==> src/rtl/bnn_vote_accumulator.sv <==
// Per-window vote accumulator and sequential argmax for the BNN core's final layer.
// Optional macro BNN_VOTE_TIE_EN adds the out_tie output and its tracking logic.
module bnn_vote_accumulator #(
  parameter int NUM_CLASSES = 4,
  parameter int CNT_W       = 8,
  parameter int WINDOW      = 16,
  localparam int IDX_W      = $clog2(NUM_CLASSES)
) (
  input  logic                   clk,
  input  logic                   reset,
  input  logic                   ena,
  input  logic                   clear,
  input  logic                   in_valid,
  input  logic [NUM_CLASSES-1:0] in_bits,
  output logic                   in_ready,
  output logic                   out_valid,
  input  logic                   out_ready,
  output logic [IDX_W-1:0]       out_class,
  output logic [CNT_W-1:0]       out_count,
  output logic                   busy
`ifdef BNN_VOTE_TIE_EN
  ,
  output logic                   out_tie
`endif
);

  // state   | meaning
  // ACCUM   | accepting samples into the vote counters
  // RESOLVE | scanning one class per cycle for the maximum
  // HOLD    | result presented, waiting for out_ready
  typedef enum logic [1:0] {ACCUM, RESOLVE, HOLD} state_t;

  state_t           state_q, state_d;
  logic [CNT_W-1:0] cnt_q [NUM_CLASSES];
  logic [CNT_W-1:0] cnt_d [NUM_CLASSES];
  logic [15:0]      samp_q, samp_d;
  logic [IDX_W-1:0] scan_q, scan_d;
  logic [IDX_W-1:0] best_idx_q, best_idx_d, nxt_idx;
  logic [CNT_W-1:0] best_cnt_q, best_cnt_d, nxt_cnt;
  logic [IDX_W-1:0] cls_q, cls_d;
  logic [CNT_W-1:0] count_q, count_d;
  logic             valid_q, valid_d;
`ifdef BNN_VOTE_TIE_EN
  logic             best_tie_q, best_tie_d, nxt_tie;
  logic             tie_q, tie_d;
`endif

  // One step of the argmax: strict compare keeps ties on the lowest index.
  always_comb begin
    nxt_idx = best_idx_q;
    nxt_cnt = best_cnt_q;
`ifdef BNN_VOTE_TIE_EN
    nxt_tie = best_tie_q;
`endif
    if (scan_q == '0) begin
      nxt_idx = '0;
      nxt_cnt = cnt_q[0];
`ifdef BNN_VOTE_TIE_EN
      nxt_tie = 1'b0;
`endif
    end else if (cnt_q[scan_q] > best_cnt_q) begin
      nxt_idx = scan_q;
      nxt_cnt = cnt_q[scan_q];
`ifdef BNN_VOTE_TIE_EN
      nxt_tie = 1'b0;
    end else if (cnt_q[scan_q] == best_cnt_q) begin
      nxt_tie = 1'b1;
`endif
    end
  end

  always_comb begin
    state_d    = state_q;
    cnt_d      = cnt_q;
    samp_d     = samp_q;
    scan_d     = scan_q;
    best_idx_d = best_idx_q;
    best_cnt_d = best_cnt_q;
    cls_d      = cls_q;
    count_d    = count_q;
    valid_d    = valid_q;
`ifdef BNN_VOTE_TIE_EN
    best_tie_d = best_tie_q;
    tie_d      = tie_q;
`endif
    if (ena) begin
      if (clear) begin
        state_d    = ACCUM;
        cnt_d      = '{default: '0};
        samp_d     = '0;
        scan_d     = '0;
        best_idx_d = '0;
        best_cnt_d = '0;
        cls_d      = '0;
        count_d    = '0;
        valid_d    = 1'b0;
`ifdef BNN_VOTE_TIE_EN
        best_tie_d = 1'b0;
        tie_d      = 1'b0;
`endif
      end else begin
        case (state_q)
          ACCUM: begin
            if (in_valid) begin
              for (int c = 0; c < NUM_CLASSES; c++) begin
                if (in_bits[c] && (cnt_q[c] != '1)) cnt_d[c] = cnt_q[c] + CNT_W'(1);
              end
              samp_d = samp_q + 16'd1;
              if (samp_q == 16'(WINDOW - 1)) begin
                state_d = RESOLVE;
                scan_d  = '0;
              end
            end
          end
          RESOLVE: begin
            best_idx_d = nxt_idx;
            best_cnt_d = nxt_cnt;
`ifdef BNN_VOTE_TIE_EN
            best_tie_d = nxt_tie;
`endif
            if (scan_q == IDX_W'(NUM_CLASSES - 1)) begin
              state_d = HOLD;
              cls_d   = nxt_idx;
              count_d = nxt_cnt;
              valid_d = 1'b1;
`ifdef BNN_VOTE_TIE_EN
              tie_d   = nxt_tie;
`endif
            end else begin
              scan_d = scan_q + IDX_W'(1);
            end
          end
          HOLD: begin
            if (out_ready) begin
              state_d = ACCUM;
              cnt_d   = '{default: '0};
              samp_d  = '0;
              valid_d = 1'b0;
            end
          end
          default: state_d = ACCUM;
        endcase
      end
    end
  end

  always_ff @(posedge clk or posedge reset) begin
    if (reset) begin
      state_q    <= ACCUM;
      cnt_q      <= '{default: '0};
      samp_q     <= '0;
      scan_q     <= '0;
      best_idx_q <= '0;
      best_cnt_q <= '0;
      cls_q      <= '0;
      count_q    <= '0;
      valid_q    <= 1'b0;
`ifdef BNN_VOTE_TIE_EN
      best_tie_q <= 1'b0;
      tie_q      <= 1'b0;
`endif
    end else begin
      state_q    <= state_d;
      cnt_q      <= cnt_d;
      samp_q     <= samp_d;
      scan_q     <= scan_d;
      best_idx_q <= best_idx_d;
      best_cnt_q <= best_cnt_d;
      cls_q      <= cls_d;
      count_q    <= count_d;
      valid_q    <= valid_d;
`ifdef BNN_VOTE_TIE_EN
      best_tie_q <= best_tie_d;
      tie_q      <= tie_d;
`endif
    end
  end

  assign in_ready  = ena && (state_q == ACCUM);
  assign out_valid = valid_q;
  assign out_class = cls_q;
  assign out_count = count_q;
  assign busy      = (state_q != ACCUM) || (samp_q != '0);
`ifdef BNN_VOTE_TIE_EN
  assign out_tie   = tie_q;
`endif

endmodule

==> config.mk <==
export PLATFORM = sky130hd
export DESIGN_NAME = bnn_vote_accumulator
export DESIGN_NICKNAME = d
export VERILOG_FILES = /design/src/rtl/bnn_vote_accumulator.sv
export SDC_FILE = /design/constraint.sdc
export NUM_CORES = 1
export LEC_CHECK = 0
export ABC_AREA = 1
export BUFFER_PORTS_ARGS = -buffer_cell sky130_fd_sc_hd__buf_2
export CORE_AREA = 2 2 112 114
export CTS_BUF_LIST = sky130_fd_sc_hd__clkbuf_16
export CTS_CLUSTER_DIAMETER = 50
export DETAILED_ROUTE_END_ITERATION = 6
export DIE_AREA = 0 0 114 116
export SLEW_MARGIN = 20
export SYNTH_ARGS = -nofsm -noshare
export SYNTH_HDL_FRONTEND = slang
export SYNTH_SLANG_ARGS = --single-unit
==> constraint.sdc <==
create_clock -name clk -period 6.1 [get_ports clk]
set_input_delay 0.305 -clock clk [delete_from_list [all_inputs] [get_ports clk]]
set_output_delay 0.305 -clock clk [all_outputs]
set_load 0.1 [all_outputs]
==> results.md, run 1 <==
• 0.396 — top cell type's share of synthesized area
• input port to asynchronous set/reset pin — worst min-delay path class
• 0 — Remaining Overflow, GRT
• 0.06 ns — clock edge transition at the registers on the reported setup and hold paths
• 0.00253 µW — cell leakage power
• 23 — ports placed on the boundary
• 0 — number of enable flip-flop cells after synthesis
• 0 — number of diodes
• 226 — number of DRC markers in iteration 0
• sky130_fd_sc_hd__dfrtp_1 — commonest register cell after synthesis
• 11900 µm² — core region area
• 11.0% — area grow syn2layout
• 0 — Final Max Tran Viols
• 14.3 µm — routed len/inst
• 296 µV — Max VDD drop
• 6 — number of iterations in the first detailed-routing pass
• 0.35 ns — clock latency on the worst-skew pair
• 3.60 ns — data arrival time of the critical path
• flop — startpoint class of the critical path
• 4830 µm² — placed inst area
• 34 — distinct cell type count after synthesis
• 8.61 mm — half-perimeter wire length after placement
• 297 MHz — timing-limited maximum frequency
• best_cnt_q[7]$_DFFE_PP0P_ — end of the worst register-to-register path
• 20.2 mm — wire length of the first global-routing pass
• sky130_fd_sc_hd__dfrtp_1 — cell taking the most area after synthesis
• 0 — number of DRC violations after detailed routing
• 2.73 ns — Register-to-Register Setup Slack
• 695 — number of nets in the final layout
• 0.430 — final core utilization
• 2.73 ns — final setup slack of the worst path
• 0 — warnings from Yosys
• sky130_fd_sc_hd__dfrtp_1 40%, sky130_fd_sc_hd__nand2_1 15%, sky130_fd_sc_hd__inv_1 6.7% — ranking of synthesized cells by area
• 11.8 mm — sum of routed wire length over all layers
• 30 — maximum fanout count along the critical path
• 0 ns — Setup Total Neg Slack
• 74 — maximum number of pins on one net before global-route repair
• 180 x sky130_fd_sc_hd__nand2_1, 82 x sky130_fd_sc_hd__inv_1, 73 x sky130_fd_sc_hd__dfrtp_1, 58 x sky130_fd_sc_hd__nand3_1, 49 x sky130_fd_sc_hd__nor2_1 — top cell types by occurrence after synthesis
• 0.553 — post-route fraction of the period consumed by the critical path
• 0.946 ns — Worst-Margin Slew
• 5.73 mm — sum of met2 wire segment lengths after detailed routing
• 0 — setup-violating endpoint count in the final report
• flop to flop — critical path type
• 0 — Max Cap Violations
• 73 — Clock Sink Count
• 502 nW/µm² — power density over the cells
• 116 µm — die outline height
• 2 — number of buffer and inverter instances along the worst setup path
• 5.44 mm — WL met1
• 2.80 ns — post-place setup slack
• 4198 — via count of the first global-routing pass
• 0 — Post-CTS Repair Setup Buffers
• 650 — synthesized instance count
• 0.00920 ns — largest clock skew in the final design
• sky130_fd_sc_hd__clkbuf_16 — buffer cell driving the clock tree root
• 0 — number of buffers added to fix hold violations after cts
• 7.10 µm² — per-instance average area after synthesis
• 40 — Std-Cell Rows
• 0.904 — RD Place Congestion
• scan_q[0]$_DFFE_PP0P_ — r2r startpoint
• 4210 — via count
• 0 — Final Hold Vio Count
• 0.194 — total global routing track utilization
• 0.387 — starting utilization of the core area
• sky130_fd_sc_hd__dfrtp_1 — crit path max-delay cell type
• simple AND/OR/NAND/NOR gates — dominant delay contributor by cell family on the critical path
• 15 — worst r2r path cells
• flop — Critical Path End Type
• 0.83 ns — crit-path max cell delay
• 22 — buffers added on ports
• 9 — number of buffers created by CTS
• 0 — remaining antenna violation count after routing
• 3.37 ns — shortest clock period the worst path allows after layout
• 676 — number of nets produced by synthesis
• 1.00 — fraction of synthesis flops using an asynchronous set or reset pin
• 5.13 — post-DR vias/cell
• 0.0979 — fraction of final layout cells with drive strength greater than 1
• built — TritonCTS clock tree
• sky130_fd_sc_hd__nand2_1 — top-count cell post-synth
• 6.33 ns — Required @ worst endpoint
• 13200 µm² — Die ar.
• 1211 — Filler cells
• 5120 µm² — design area
• 0 — post_cts resized
• 421 µm — met3 wire length
• met4 — uppermost layer routed
• 114 µm — Die Width
• clkinv_1, nand2_1, o211ai_1, nand2_1, inv_1, ha_1, nand2_1, nor2_1, nand4_1, nand2_1, nand2_1, nand3_1, nand2_1, nand2_1, nand2_1 — worst-path cell chain
• sky130_fd_sc_hd__nand2_1 — Crit path top cell by count
• complete, no violations — run status
• 2 — buffers from clock root to sink, at most
• 4610 µm² — mapped cell area
• no — RSZ-0062 raised after global routing
• 0.369 — worst-case headroom to the max-slew limit
• 73 — flip-flop and latch count after synthesis
• 0 — antenna violations before repair
• 0.396 — share of synthesized area occupied by flip-flops and latches
• 3 — number of levels in the clock H-tree
[metal layers]
metal,global-route usage,vias up
met1,0.243,1971
li1,-,2144
met5,0,-
met2,0.329,78
met3,0.0460,17
met4,0.0683,0
[layout by cell type (no fill, tap or decap), types with 4 or more instances in the layout]
cell type and n:
sky130_fd_sc_hd__o21ai_0 42, sky130_fd_sc_hd__nand3_1 58, sky130_fd_sc_hd__nor3_1 22, sky130_fd_sc_hd__nand2_4 4, sky130_fd_sc_hd__o21ai_1 7, sky130_fd_sc_hd__nand2_2 4, sky130_fd_sc_hd__nand4_1 12, sky130_fd_sc_hd__inv_1 82
sky130_fd_sc_hd__clkbuf_16 9, sky130_fd_sc_hd__dfrtp_1 73, sky130_fd_sc_hd__ha_1 16, sky130_fd_sc_hd__a21oi_1 42, sky130_fd_sc_hd__inv_2 9, sky130_fd_sc_hd__buf_2 22, sky130_fd_sc_hd__nand2_1 180, sky130_fd_sc_hd__xor2_1 8
sky130_fd_sc_hd__nor2_1 49
[registers in the layout, summed over array words and instances (netlist names)]
register / cells
scan_q: 2
cnt_q: 32
samp_q: 16
best_cnt_q: 8
out_class: 2
best_idx_q: 2
state_q: 2
out_valid: 1
out_count: 8
[stage by stage]
stage               hold WS, ns  power [µW]  cells
global route              0.352        2790    821
finish                    0.249        2570    821
floorplan                 0.449        1760    650
CTS                       0.295        2590    821
global placement          0.461        2040    805
detailed placement        0.461        2060    805
[worst max-delay path by stage]
stage,start,cells after the start,slack (ns),end
global placement,scan_q[0]$_DFFE_PP0P_,15,2.98,out_count[6]$_DFFE_PP0P_
floorplan,scan_q[0]$_DFFE_PP0P_,17,3.81,out_count[0]$_DFFE_PP0P_
finish,scan_q[0]$_DFFE_PP0P_,15,2.73,best_cnt_q[7]$_DFFE_PP0P_
detailed placement,scan_q[0]$_DFFE_PP0P_,15,2.80,best_cnt_q[7]$_DFFE_PP0P_
CTS,scan_q[0]$_DFFE_PP0P_,15,2.78,best_cnt_q[7]$_DFFE_PP0P_
global route,scan_q[0]$_DFFE_PP0P_,15,2.30,best_cnt_q[1]$_DFFE_PP0P_
[layout make-up]
cell class                      count  area (µm²)  area share
Sequential cell                    73        1830       0.357
Inverter                           92         345      0.0674
Clock buffer                        9         225      0.0440
Multi-Input combinational cell    468        2340       0.458
Timing Repair Buffer               25         133      0.0259
Tap cell                          147         184      0.0359
Clock inverter                      7        62.6      0.0122
[power breakdown]
group / internal [µW] / switching [µW]
Combinational: 324 / 1030
Clock: 312 / 210
Sequential: 585 / 104
[logic make-up (layout without fill, tap and decap cells)]
logic type | after synthesis | in the layout | share of synthesized area
and+or+nand+nor | 339 | 339 | 0.323
buffers and inverters | 109 | 133 | 0.0963
AOI/OAI and AO/OA | 105 | 105 | 0.126
DFF | 73 | 73 | 0.396
adders and majority gates | 16 | 16 | 0.0434
xor gates and xnor gates | 8 | 8 | 0.0152
[worst min-delay path: cells and delay by family]
family | cells | cell delay (ns)
buffers and inverters | 3 | 0.83
Power figures use the tool's default switching activity.
==> run 2, diff against run 1 <==
--- a/config.mk
+++ b/config.mk
@@ -5,7 +5,7 @@
 export SDC_FILE = /design/constraint.sdc
 export NUM_CORES = 1
 export LEC_CHECK = 0
-export ABC_AREA = 1
+export ABC_AREA = 0
 export BUFFER_PORTS_ARGS = -buffer_cell sky130_fd_sc_hd__buf_2
 export CORE_AREA = 2 2 112 114
 export CTS_BUF_LIST = sky130_fd_sc_hd__clkbuf_16
==> constraint.sdc (replaced) <==
create_clock -name clk -period 2.92 [get_ports clk]
set_input_delay 0.146 -clock clk [delete_from_list [all_inputs] [get_ports clk]]
set_output_delay 0.146 -clock clk [all_outputs]
set_load 0.1 [all_outputs]
==> run 2 against run 1 <==
  * Sequential share of layout area fell by 1.2 points
  * Die area is the same
  * Highest routed layer unchanged
  * Critical path type unchanged
  * Combinational power is 50% lower
  * Critical endpoint is now out_class[1]$_DFFE_PP0P_
  * Clock power up 140%
  * Final cell count is 13% lower
  * Cell area up 3.7%
==> results.md, run 2 <==
• 2 — buffers from clock root to sink, at most
• sky130_fd_sc_hd__dfrtp_1 40%, sky130_fd_sc_hd__o21ai_0 6.5%, sky130_fd_sc_hd__a21oi_1 4.9% — ranking of synthesized cells by area
• 11900 µm² — core region area
• 3.14 ns — Required @ worst endpoint
• 19 — maximum fanout count along the critical path
• flop — Critical Path End Type
• 0 — Final Max Tran Viols
• 0.136 — fraction of final layout cells with drive strength greater than 1
• 71 x sky130_fd_sc_hd__dfrtp_1, 60 x sky130_fd_sc_hd__o21ai_0, 49 x sky130_fd_sc_hd__nor2_1, 47 x sky130_fd_sc_hd__nand2_1, 45 x sky130_fd_sc_hd__a21oi_1 — most frequent cells in the layout
• sky130_fd_sc_hd__dfrtp_1 — top-count cell post-synth
• 40 — Std-Cell Rows
• 0 — setup-violating endpoint count in the final report
• sky130_fd_sc_hd__dfrtp_1 — most common library cell in the layout ignoring fill and taps
• 8.62 µm² — per-instance average area after synthesis
• 3 — number of levels in the clock H-tree
• 5.98 — post-DR vias/cell
• complete, no violations — run status
• 116 µm — die outline height
• flop — startpoint class of the critical path
• 0.200 — total global routing track utilization
• 52 — distinct cell type count after synthesis
• 0.156 ns — final setup slack of the worst path
• 4267 — via count
• 0 — antenna violations before repair
• 450 — number of DRC markers in iteration 0
• 0.06 ns — clock edge transition at the registers on the reported setup and hold paths
• 20.7 mm — wire length of the first global-routing pass
• 0.397 — share of synthesized area occupied by flip-flops and latches
• 714 — post-route insts no fill
• 0 — warnings from Yosys
• 0 — number of enable flip-flop cells after synthesis
• built — TritonCTS clock tree
• 23 — ports placed on the boundary
• 0 — Remaining Overflow, GRT
• 9 — number of buffers created by CTS
• 0.920 — RD Place Congestion
• 560 — number of nets produced by synthesis
• 17.1 µm — routed len/inst
• 2.99 ns — data arrival time of the critical path
• 0 — number of diodes
• no — RSZ-0062 raised after global routing
• 696 — post-placement cell count
• 0 — Max Cap Violations
• 0.00228 µW — cell leakage power
• 0.397 — top cell type's share of synthesized area
• 12.2 mm — sum of routed wire length over all layers
• cnt_q x32, samp_q x16 — Largest regs
• 73 — flip-flop and latch count after synthesis
• 0.192 ns — worst hold slack after final layout
• 15.3% — area grow syn2layout
• sky130_fd_sc_hd__clkbuf_16 — buffer cell driving the clock tree root
• 534 — synthesized instance count
• 0.947 — post-route fraction of the period consumed by the critical path
• 588 — number of nets in the final layout
• -0.0237 ns — post-place setup slack
• 5 — number of iterations in the first detailed-routing pass
• cnt_q — largest reg by FF count
• 0.446 — final core utilization
• 3110 µW — Overall Power
• 0 — number of DRC violations after detailed routing
• 8.93 mm — half-perimeter wire length after placement
• flop to flop — critical path type
• 0.00705 ns — largest clock skew in the final design
• 0 — Final Hold Vio Count
• 0.387 — starting utilization of the core area
• 0 — remaining antenna violation count after routing
• 0.752 ns — Worst-Margin Slew
• 4610 µm² — mapped cell area
• 73 — Clock Sink Count
• 2.76 ns — shortest clock period the worst path allows after layout
• 586 nW/µm² — power density over the cells
• 22 — buffers added on ports
• input port to flop — worst min-delay path class
• 277 µV — Max VDD drop
• 42 — maximum number of pins on one net before global-route repair
• 362 MHz — timing-limited maximum frequency
• 3977 — via count of the first global-routing pass
• 73 x sky130_fd_sc_hd__dfrtp_1, 60 x sky130_fd_sc_hd__o21ai_0, 49 x sky130_fd_sc_hd__nor2_1, 48 x sky130_fd_sc_hd__nand2_1, 45 x sky130_fd_sc_hd__a21oi_1 — top cell types by occurrence after synthesis
• sky130_fd_sc_hd__dfrtp_1 — cell taking the most area after synthesis
• 13200 µm² — Die ar.
• 32 — number of flip-flops in the largest register
• 114 µm — Die Width
• 0.498 — worst-case headroom to the max-slew limit
• 1.00 — fraction of synthesis flops using an asynchronous set or reset pin
• sky130_fd_sc_hd__dfrtp_1 — commonest register cell after synthesis
• 0.34 ns — clock latency on the worst-skew pair
## run 2: cell types whose count changed after synthesis, moves of 7 or more
cell                       previous run  this run
sky130_fd_sc_hd__clkbuf_1             7        15
sky130_fd_sc_hd__inv_2                8         0
sky130_fd_sc_hd__o21ai_0             42        60
sky130_fd_sc_hd__o311a_1              0         7
sky130_fd_sc_hd__nand2_1            180        48
sky130_fd_sc_hd__a31oi_1              0        14
sky130_fd_sc_hd__mux2i_1              0        11
sky130_fd_sc_hd__nor3_1              22         8
sky130_fd_sc_hd__inv_1               82        27
sky130_fd_sc_hd__nand3_1             58        31
sky130_fd_sc_hd__o31ai_1              0         7
sky130_fd_sc_hd__mux4_2               0         8
## run 2: final timing paths
path                       cells after the start                      start                        end  slack, ns
min in group asynchronous                      3                      reset     samp_q[14]$_DFFE_PP0P_       0.48
max                                            8      scan_q[0]$_DFFE_PP0P_   out_class[1]$_DFFE_PP0P_       0.16
min reg2reg                                    2  best_idx_q[1]$_DFFE_PP0P_  best_idx_q[1]$_DFFE_PP0P_       0.51
max in group asynchronous                      4                      reset      scan_q[1]$_DFFE_PP0P_       1.75
min                                            3                        ena      scan_q[0]$_DFFE_PP0P_       0.19
max reg2reg                                    8      scan_q[0]$_DFFE_PP0P_   out_class[1]$_DFFE_PP0P_       0.16
## run 2: critical path: stages (launching register included)
cell and delay (ns):
sky130_fd_sc_hd__dfrtp_2 0.51, sky130_fd_sc_hd__mux4_2 0.59, sky130_fd_sc_hd__ha_1 0.31, sky130_fd_sc_hd__nor2b_1 0.13
sky130_fd_sc_hd__o21ai_0 0.19, sky130_fd_sc_hd__nor4bb_2 0.31, sky130_fd_sc_hd__buf_4 0.26, sky130_fd_sc_hd__nor4_1 0.08
sky130_fd_sc_hd__a221o_1 0.27
## run 2: repair_timing
| action | 4_1_cts | 5_1_grt |
|---|---|---|
| hold buffers | 1 | 0 |
| endpoints found under the hold margin | 32 | 0 |
| gates resized for setup | 1 | 2 |
| setup buffers | 0 | 1 |
| cloned | 0 | 0 |
| endpoints found under the setup margin | 9 | 10 |
## run 2: kinds of logic after synthesis
family / count (synthesis) / share of synthesized area
compound gates: 166 / 0.220
xor+xnor: 6 / 0.0114
fa+ha+maj: 16 / 0.0435
buf+inv: 51 / 0.0446
flops: 73 / 0.397
mux: 20 / 0.0655
simple gates: 202 / 0.219
## run 2: power breakdown
part	total, µW	leakage, µW	internal, µW	switching (µW)
logic	680	0.00113	213	467
clock network	1260	0.000164	827	434
registers	1170	0.000989	1080	86.0
total	3110	0.00228	2120	987
## run 2: cell type report
cell class / count / area [µm²]
repair buffers: 41 / 268
multi-input cells: 410 / 2590
fillers: 1157 / 6600
clock buffers: 9 / 225
inverters: 27 / 101
clock inverters: 7 / 110
well taps: 147 / 184
flip-flops and latches: 73 / 1830
## run 2: through the flow
step                cell area, µm²  setup TNS (ns)
floorplan                     4610               0
global placement              4950               0
detailed placement            4950          -0.117
CTS                           5300               0
global route                  5310               0
finish                        5310               0
## run 2: routing by layer
layer	share of wire	track usage	wire length [µm]
met1	0.47	0.278	5780
met3	0.045	0.0293	546
met5	0	0	0
met4	0.022	0.0846	272
met2	0.46	0.312	5630
==> run 3, diff against run 2 <==
==> constraint.sdc (replaced) <==
create_clock -name clk -period 2.2 [get_ports clk]
set_input_delay 0.11 -clock clk [delete_from_list [all_inputs] [get_ports clk]]
set_output_delay 0.11 -clock clk [all_outputs]
set_load 0.1 [all_outputs]
==> run 3 against run 2 <==
  * Largest power group is now registers
  * Final cell count increased by 10%
  * Register-to-register slack got worse by 0.55 ns
  * Worst setup slack got worse by 0.55 ns
  * Routed wire length increased by 9.0%
  * Clock power increased by 5%
  * Largest cell class unchanged
  * The flow now finishes with violations (negative setup slack)
==> results.md, run 3 (synthesis gave the netlist of run 2 again) <==
• sky130_fd_sc_hd__clkbuf_16 — buffer cell driving the clock tree root
• scan_q[0]$_DFFE_PP0P_ — r2r startpoint
• 3 — number of levels in the clock H-tree
• 756 — post-placement cell count
• clear — critical hold path startpoint
• 2.82 ns — data arrival time of the critical path
• 0.324 — combinational fraction of design power
• 0.618 — worst-case headroom to the max-slew limit
• 0.864 — RD Place Congestion
• 1470 µW — net load switching power
• cnt_q — largest reg by FF count
• 5.79 — post-DR vias/cell
• 0.0288 — met3 track demand over resource in global routing
• 0.504 — final core utilization
• 2.43 ns — Required @ worst endpoint
• 385 MHz — timing-limited maximum frequency
• 116 µm — die outline height
• 2730 µW — P_int
• 0.387 — starting utilization of the core area
• 0.0492 ns — worst hold slack after final layout
• yes — RSZ-0062 raised after global routing
• 786 — post-route insts no fill
• 9 — number of buffers created by CTS
• multiplexers — dominant delay contributor by cell family on the critical path
• 6 — maximum fanout count along the critical path
• 22.2 mm — wire length of the first global-routing pass
• 0 — Final Hold Vio Count
• 0.315 — clock network fraction of design power
• flop — startpoint class of the critical path
• flop — Critical Path End Type
• 0.269 — fraction of final layout cells with drive strength greater than 1
• 9 — worst r2r path cells
• 2 — cell depth of the worst min-delay path
• 4437 — via count of the first global-routing pass
• 2 — buffers from clock root to sink, at most
• 2.59 ns — shortest clock period the worst path allows after layout
• met2 — Most Used Layer, Global Route
• 0 — number of diodes
• 0 — remaining antenna violation count after routing
• 114 µm — Die Width
• 0.213 — total global routing track utilization
• 17.0 µm — routed len/inst
• finished, violations left — run status
• 0.566 ns — Worst-Margin Slew
• 32 — number of flip-flops in the largest register
• 395 — number of DRC markers in iteration 0
• 0.55 ns — crit-path max cell delay
• 0.34 ns — clock latency on the worst-skew pair
• 0.00267 µW — cell leakage power
• 23 — ports placed on the boundary
• 22 — buffers added on ports
• input port to flop — worst min-delay path class
• 0 — antenna violations before repair
• 0 — Max Cap Violations
• 699 nW/µm² — power density over the cells
• 39 — maximum number of pins on one net before global-route repair
• 13.3 mm — sum of routed wire length over all layers
• flop to flop — critical path type
• cnt_q x32, samp_q x16 — Largest regs
• sky130_fd_sc_hd__mux4_2 — crit path max-delay cell type
• 0.350 — switch share
• 4200 µW — Overall Power
• 0 — Remaining Overflow, GRT
• 9.54 mm — half-perimeter wire length after placement
• 2 — number of buffer and inverter instances along the worst setup path
• 400 µV — Max VDD drop
• 11900 µm² — core region area
• 20 — setup-violating endpoint count in the final report
• 0.346 — met2 track demand over resource
• buf_6, mux4_2, ha_4, a211oi_4, nor2_4, nor4bb_4, buf_4, nor4_2, a221o_1 — worst-path cell chain
• 79 x sky130_fd_sc_hd__buf_4, 72 x sky130_fd_sc_hd__dfrtp_1, 50 x sky130_fd_sc_hd__o21ai_0, 47 x sky130_fd_sc_hd__nand2_1, 47 x sky130_fd_sc_hd__nor2_1 — most frequent cells in the layout
• 5480 µm² — placed inst area
• 30.5% — area grow syn2layout
• -0.395 ns — final setup slack of the worst path
• -0.39 ns — Register-to-Register Setup Slack
• 660 — number of nets in the final layout
• 1.18 — post-route fraction of the period consumed by the critical path
• 0.06 ns — clock edge transition at the registers on the reported setup and hold paths
• 73 — Clock Sink Count
• built — TritonCTS clock tree
• 0 — Final Max Tran Viols
• sky130_fd_sc_hd__buf_4 — most common library cell in the layout ignoring fill and taps
• 13200 µm² — Die ar.
• 4549 — via count
• 7 — number of iterations in the first detailed-routing pass
• 6010 µm² — design area
• 0 — number of DRC violations after detailed routing
• 9 — cell depth of the worst setup path
• 0.361 — sequential group share of total power
• scan_q[0]$_DFFE_PP0P_ — worst setup path start
• 40 — Std-Cell Rows
• 0.00801 ns — largest clock skew in the final design
• 1104 — Filler cells
• negative setup slack — failing checks
• 0.291 — met1 track utilization from global routing
==> run 3: per-stage QoR <==
stage               setup TNS (ns)  worst slack, ns
CTS                          -7.57           -0.413
global route                 -9.33           -0.522
finish                       -6.92           -0.395
global placement             -8.76           -0.516
floorplan                    -4.67           -0.263
detailed placement          -10.08           -0.582
==> run 3: power by group through the flow <==
stage | Combinational [µW] | Sequential (µW) | Clock, µW
6_report | 1360 | 1520 | 1320
5_1_grt | 1470 | 1530 | 1400
4_1_cts | 1230 | 1520 | 1340
3_5_place_dp | 1090 | 1540 | 0
3_3_place_gp | 1070 | 1540 | 0
2_1_floorplan | 630 | 1650 | 0
==> run 3: routing by layer <==
metal,routed length [µm],up-vias,share of wire
li1,-,2191,-
met1,6220,2188,0.47
met2,6170,147,0.46
met3,597,23,0.045
met4,341,0,0.026
met5,0,-,0
==> run 3: worst paths after layout <==
| path | to |
|---|---|
| hold reg to reg | best_idx_q[0]$_DFFE_PP0P_ |
| min in group asynchronous | best_idx_q[1]$_DFFE_PP0P_ |
| max in group asynchronous | scan_q[0]$_DFFE_PP0P_ |
| setup / recovery | out_class[1]$_DFFE_PP0P_ |
| setup reg to reg | out_class[1]$_DFFE_PP0P_ |
| hold / removal | out_valid$_DFFE_PP0P_ |
==> run 3: layout make-up <==
| class | count | area [µm²] | area share |
|---|---|---|---|
| clock inverters | 7 | 31.3 | 0.00521 |
| clock buffers | 9 | 225 | 0.0375 |
| inverters | 27 | 101 | 0.0169 |
| repair buffers | 113 | 865 | 0.144 |
| well taps | 147 | 184 | 0.0306 |
| multi-input cells | 410 | 2770 | 0.462 |
| flip-flops and latches | 73 | 1830 | 0.304 |
==> run 3: what timing repair did <==
action	in CTS	in global routing
cloned	3	1
hold buffers	1	0
setup buffers	4	5
pin swaps	4	16
endpoints found under the setup margin	20	27
resized for setup	12	31
hold endpoints to repair	8	0
